## config.mk

```make
export PLATFORM = sky130hd
export DESIGN_NAME = mem_lsu
export DESIGN_NICKNAME = d
export VERILOG_FILES = /design/src/rtl/mem_lsu.sv
export SDC_FILE = /design/constraint.sdc
export NUM_CORES = 1
export LEC_CHECK = 0
export ABC_AREA = 1
export CAP_MARGIN = 20
export CORE_MARGIN = 2
export CORE_UTILIZATION = 32
export DETAILED_ROUTE_END_ITERATION = 7
export SLEW_MARGIN = 5
export SYNTH_ARGS = -nofsm -noshare
export SYNTH_HDL_FRONTEND = slang
export SYNTH_SLANG_ARGS = --single-unit
export TNS_END_PERCENT = 10
```

## constraint.sdc

```tcl
create_clock -name clk -period 3 [get_ports clk]
set_input_delay 0.6 -clock clk [delete_from_list [all_inputs] [get_ports clk]]
set_output_delay 0.6 -clock clk [all_outputs]
set_load 0.1 [all_outputs]
```

## src/rtl/mem_lsu.sv

```systemverilog
// Load/store initiator for one port of a byte-addressed memory.
// Unaligned requests are split into one or two word-aligned accesses.
`timescale 1ns/1ps
module mem_lsu #(
  parameter int unsigned MEM_BYTES = 1024
) (
  input  logic        clk,
  input  logic        rst_n,
  input  logic        req_valid,
  output logic        req_ready,
  input  logic        req_we,
  input  logic [1:0]  req_size,
  input  logic        req_signed,
  input  logic [31:0] req_addr,
  input  logic [31:0] req_wdata,
  output logic        rsp_valid,
  input  logic        rsp_ready,
  output logic [31:0] rsp_rdata,
  output logic        rsp_err,
  output logic [31:0] mem_addr,
  output logic [3:0]  mem_start,
  output logic [31:0] mem_write,
  input  logic [31:0] mem_read
);

  localparam logic [1:0] S_IDLE = 2'd0;
  localparam logic [1:0] S_ACC0 = 2'd1;
  localparam logic [1:0] S_ACC1 = 2'd2;
  localparam logic [1:0] S_RESP = 2'd3;

  logic [1:0]  state_q, state_d;
  logic        we_q, signed_q, split_q, err_q;
  logic [1:0]  size_q, off_q;
  logic [29:0] word_q;
  logic [31:0] wdata_q, lo_q, hi_q;

  logic        accept;
  logic [2:0]  req_nbytes;
  logic [32:0] req_last;
  logic        req_err, req_split;

  always_comb begin
    unique case (req_size)
      2'b00:   req_nbytes = 3'd1;
      2'b01:   req_nbytes = 3'd2;
      default: req_nbytes = 3'd4;
    endcase
  end

  // 33-bit arithmetic so an address wrap past 2^32 reports as out of range
  assign req_last  = {1'b0, req_addr} + {30'b0, req_nbytes} - 33'd1;
  assign req_err   = (req_size == 2'b11) || (req_last >= 33'(MEM_BYTES));
  assign req_split = ({1'b0, req_addr[1:0]} + req_nbytes) > 3'd4;
  assign accept    = req_valid && req_ready;

  logic [3:0]  lane_mask;
  logic [7:0]  lane_wide;
  logic [63:0] wdata_wide;
  logic [31:0] rd_word, load_val;

  always_comb begin
    unique case (size_q)
      2'b00:   lane_mask = 4'b0001;
      2'b01:   lane_mask = 4'b0011;
      default: lane_mask = 4'b1111;
    endcase
  end

  // Upper halves of the widened shifts feed the second (ACC1) access
  assign lane_wide  = {4'b0, lane_mask} << off_q;
  assign wdata_wide = {32'b0, wdata_q} << {off_q, 3'b000};
  assign rd_word    = 32'({hi_q, lo_q} >> {off_q, 3'b000});

  always_comb begin
    unique case (size_q)
      2'b00:   load_val = {{24{signed_q & rd_word[7]}}, rd_word[7:0]};
      2'b01:   load_val = {{16{signed_q & rd_word[15]}}, rd_word[15:0]};
      default: load_val = rd_word;
    endcase
  end

  always_comb begin
    state_d = state_q;
    unique case (state_q)
      S_IDLE: if (accept) state_d = req_err ? S_RESP : S_ACC0;
      S_ACC0: state_d = split_q ? S_ACC1 : S_RESP;
      S_ACC1: state_d = S_RESP;
      default: if (rsp_ready) state_d = S_IDLE;
    endcase
  end

  always_comb begin
    mem_addr  = '0;
    mem_start = '0;
    mem_write = '0;
    if (state_q == S_ACC0) begin
      mem_addr = {word_q, 2'b00};
      if (we_q) begin
        mem_start = lane_wide[3:0];
        mem_write = wdata_wide[31:0];
      end
    end else if (state_q == S_ACC1) begin
      mem_addr = {word_q + 30'd1, 2'b00};
      if (we_q) begin
        mem_start = lane_wide[7:4];
        mem_write = wdata_wide[63:32];
      end
    end
  end

  assign req_ready = rst_n && (state_q == S_IDLE);
  assign rsp_valid = (state_q == S_RESP);
  assign rsp_err   = (state_q == S_RESP) && err_q;
  assign rsp_rdata = ((state_q == S_RESP) && !we_q && !err_q) ? load_val : 32'd0;

  always_ff @(posedge clk or negedge rst_n) begin
    if (!rst_n) begin
      state_q  <= S_IDLE;
      we_q     <= 1'b0;
      signed_q <= 1'b0;
      split_q  <= 1'b0;
      err_q    <= 1'b0;
      size_q   <= 2'b00;
      off_q    <= 2'b00;
      word_q   <= '0;
      wdata_q  <= '0;
      lo_q     <= '0;
      hi_q     <= '0;
    end else begin
      state_q <= state_d;
      if (accept) begin
        we_q     <= req_we;
        signed_q <= req_signed;
        split_q  <= req_split;
        err_q    <= req_err;
        size_q   <= req_size;
        off_q    <= req_addr[1:0];
        word_q   <= req_addr[31:2];
        wdata_q  <= req_wdata;
        lo_q     <= '0;
        hi_q     <= '0;
      end
      if ((state_q == S_ACC0) && !we_q) lo_q <= mem_read;
      if ((state_q == S_ACC1) && !we_q) hi_q <= mem_read;
    end
  end

endmodule

```

==> results.md <==
* Main flop type after synthesis: dfrtp_1
* Avg Synthesized Cell Area at 6.30 um^2
* EDFF count, synth at 0
* I/O Pins at 207
* Slew Limit Fails at 0
* WHS at 0.200 ns
* Port bufs at 204
* Htree depth at 4
* Mapped cell area at 10300 um^2
* CP startpoint: state_q[0]$_DFFE_PN0P_
* Reg-to-reg endpoint: err_q$_DFFE_PN0P_
* Cell taking the most area after synthesis: dfrtp_1
* Number of buffers created by CTS at 17
* Rows at 65
* Synth Area in Compound Gates at 18.9%
* Share of the synthesized area in the top cell type at 31.0%
* Maximum vdd ir drop at 0.686 mV
* Unrepaired setup endpoints after global routing: true
* Global route overflow at 0
* Number of synthesized register bits at 128
* Clk pin slew, worst setup/hold paths at 0.07 ns
* Skew final at 0.0160 ns
* Residual DRC at 0
* Total number of vias at 12048
* Syn. warnings at 0
* Class of the tightest hold or removal check: in2async
* FILL cells at 3089
* Core area at 31600 um^2
* Initial DRC count at 972
* CP Class: reg2out
* # diodes at 0
* CTS tree: done
* CP required at 2.40 ns
* P per Cell Area at 972 nW/um^2
* Reg area at 3210 um^2
* Final Util at 51.2%
* Die area at 33700 um^2
* Final Hold Fails at 0
* GRT Util Overall at 24.5%
* R2r setup slk at 0.62 ns
* Clk_lat worst skew at 0.44 ns
* Die Wd at 184 um
* Starting Density at 32.6%
* 1st-pass router iterations at 5
* Post-synthesis simple-gate area fraction at 32.1%
* Clock tree buffer depth at 2
* Yosys cell types at 55
* Worst Reg-to-Reg Cells at 11
* Worst Max-Slew Pin Slew at 0.832 ns
* RePlAce Congestion at 0.912
* Asr flop ratio synth at 100%
* Total power at 15700 uW
* Worst setup margin at -0.463 ns
* Hold bufs inserted after CTS at 0
* Post-detailed-placement half-perimeter wirelength at 31400 um
* CTS root buffer: clkbuf_16
* Achievable frequency at 289 MHz
* Max-cap viol count at 0
* Post-synthesis mux area share at 0%
* Largest net degree at the start of global routing at 129
* Mapped Cells at 1637
* Largest family of logic cells by synthesized area: simple AND/OR/NAND/NOR gates
* Crit path launch type: register
* Static leakage at 0.00794 uW
* Syn-to-layout area delta at 57.0%
* Final nets at 2111
* CTS sink count at 128
* Adder-cell share of the synthesized area at 5.24%
* Sequential fraction of the synthesis area at 31.0%
* Xor/xnor share of the synthesized area at 0.424%
* Worst Path Max Fanout at 4
* Max-slew headroom at 44.5%
* Setup violators final at 46
* Outcome: finished, violations left
* Critical Path End Type: output port
* Critical Path End: mem_addr[23]
* Multi-input logic area at 6450 um^2
* Number of global-route vias before repair at 11865
* Via density at 5.06
* Initial antenna violation count at 0
* Part of the cycle the worst path needs at 115%
* Global-route wire length before repair at 64400 um
* Tmin final at 3.46 ns
* Layout cells sized above 1 at 22.4%
* Reg-to-reg critical path startpoint: state_q[0]$_DFFE_PN0P_
* WL final at 41000 um
* Post-route cell area at 16200 um^2
* Failing checks: negative setup slack
* Ranking of synthesized cells by area: dfrtp_1, nand2_1, inv_1, o21ai_0, ha_1
* Setup TNS at -7.15 ns
* WP data arrival at 2.86 ns
* Avg WL per Cell at 17.2 um
* Die H at 184 um
* Antenna-violating nets left at 0
* Post-DP Area at 15200 um^2
==> worst max-delay path: stages, from the launching register on <==
cell and delay [ns]:
dfrtp_1 0.41, ha_4 0.21, nor2_8 0.13, nand2_4 0.07, nor3_4 0.15, nand2_2 0.12, nor2_4 0.13, nand3_4 0.10
nor2_4 0.14, nand3_4 0.09, nor2_4 0.12, nand4_4 0.14, buf_6 0.17, o21ai_4 0.18, a21oi_4 0.08, buf_12 0.17
==> cell usage after synthesis, types with 4 or more instances <==
library cell  instances
nand3_1              87
inv_2                 7
o211ai_1             14
nor2_1              103
a21oi_1              98
a221oi_1              8
dfrtp_1             128
clkbuf_1             60
o22ai_1              33
clkinv_1              5
o41ai_1               8
o21ai_0             118
nand3b_1              4
buf_1                 6
o21bai_1              7
nand4_1              18
nor3_1               22
a22o_1                9
inv_1               247
ha_1                 40
a31oi_1              24
nand2_1             537
==> repair_timing <==
item / CTS / global route
gates resized for setup: 52 / 30
buffers inserted: 6 / 3
pin swaps: 11 / 3
endpoints found under the setup margin: 86 / 86
==> metal layers <==
layer	share of wire [%]	global-route usage [%]
met2	48	41.8
met4	2.1	7.07
met1	44	32.1
met3	5.4	3.82
met5	0	0
==> final cells by class <==
class | instances | share of cell area [%]
Multi-Input combinational cell | 1179 | 39.8
Clock inverter | 15 | 1.17
Inverter | 259 | 6.05
Sequential cell | 128 | 19.8
Tap cell | 402 | 3.10
Clock buffer | 17 | 2.63
Timing Repair Buffer | 380 | 27.4
==> flip-flops by register name, indices dropped and copies added (netlist names) <==
signal	count
err_q	1
hi_q	24
lo_q	32
off_q	2
signed_q	1
size_q	2
split_q	1
state_q	2
wdata_q	32
we_q	1
word_q	30
==> logic make-up after synthesis <==
kind of cell,count (synthesis)
AND/OR/NAND/NOR,795
AO/OA/AOI/OAI,335
buffers and inverters,331
flip-flops,128
adder cells (fa/ha/maj),42
XOR/XNOR,5
other,1
==> layout by cell type (no fill, tap or decap), types with 8 or more instances in the layout <==
cell type / n
inv_2: 10
buf_4: 169
a31oi_2: 12
nor3_1: 15
nand2_1: 534
o21ai_0: 112
a31oi_1: 9
nand3_1: 82
a21oi_1: 73
a21oi_2: 24
clkbuf_16: 18
ha_1: 36
dfrtp_1: 124
inv_1: 242
nor2_2: 20
a22o_1: 9
buf_12: 104
o211ai_1: 14
nand4_1: 18
nor2_1: 85
a221oi_1: 8
o22ai_1: 33
clkdlybuf4s50_1: 100
==> stage by stage <==
| stage | worst slack [ns] | std cells |
|---|---|---|
| after floorplan | -0.869 | 1638 |
| after global placement | -0.562 | 2339 |
| after detailed placement | -0.636 | 2339 |
| after CTS | -0.486 | 2377 |
| after global routing | -0.648 | 2380 |
| final | -0.463 | 2380 |
==> power by group <==
part / switching, uW / internal, uW / total (uW)
Clock: 1030 / 1210 / 2230
Combinational: 6920 / 3450 / 10400
Sequential: 665 / 2490 / 3150
==> worst min path at each step <==
stage                          startpoint                     to  slack [ns]  cells past startpoint
finish                              rst_n   lo_q[13]$_DFFE_PN0P_        0.20                      2
global placement    word_q[5]$_DFFE_PN0P_  word_q[5]$_DFFE_PN0P_        0.47                      2
floorplan                           rst_n      err_q$_DFFE_PN0P_        0.30                      0
global route                        rst_n   hi_q[21]$_DFFE_PN0P_        0.29                      2
detailed placement  word_q[5]$_DFFE_PN0P_  word_q[5]$_DFFE_PN0P_        0.48                      2
CTS                                 rst_n   lo_q[13]$_DFFE_PN0P_        0.32                      2
(Power assumes the default switching activity.)
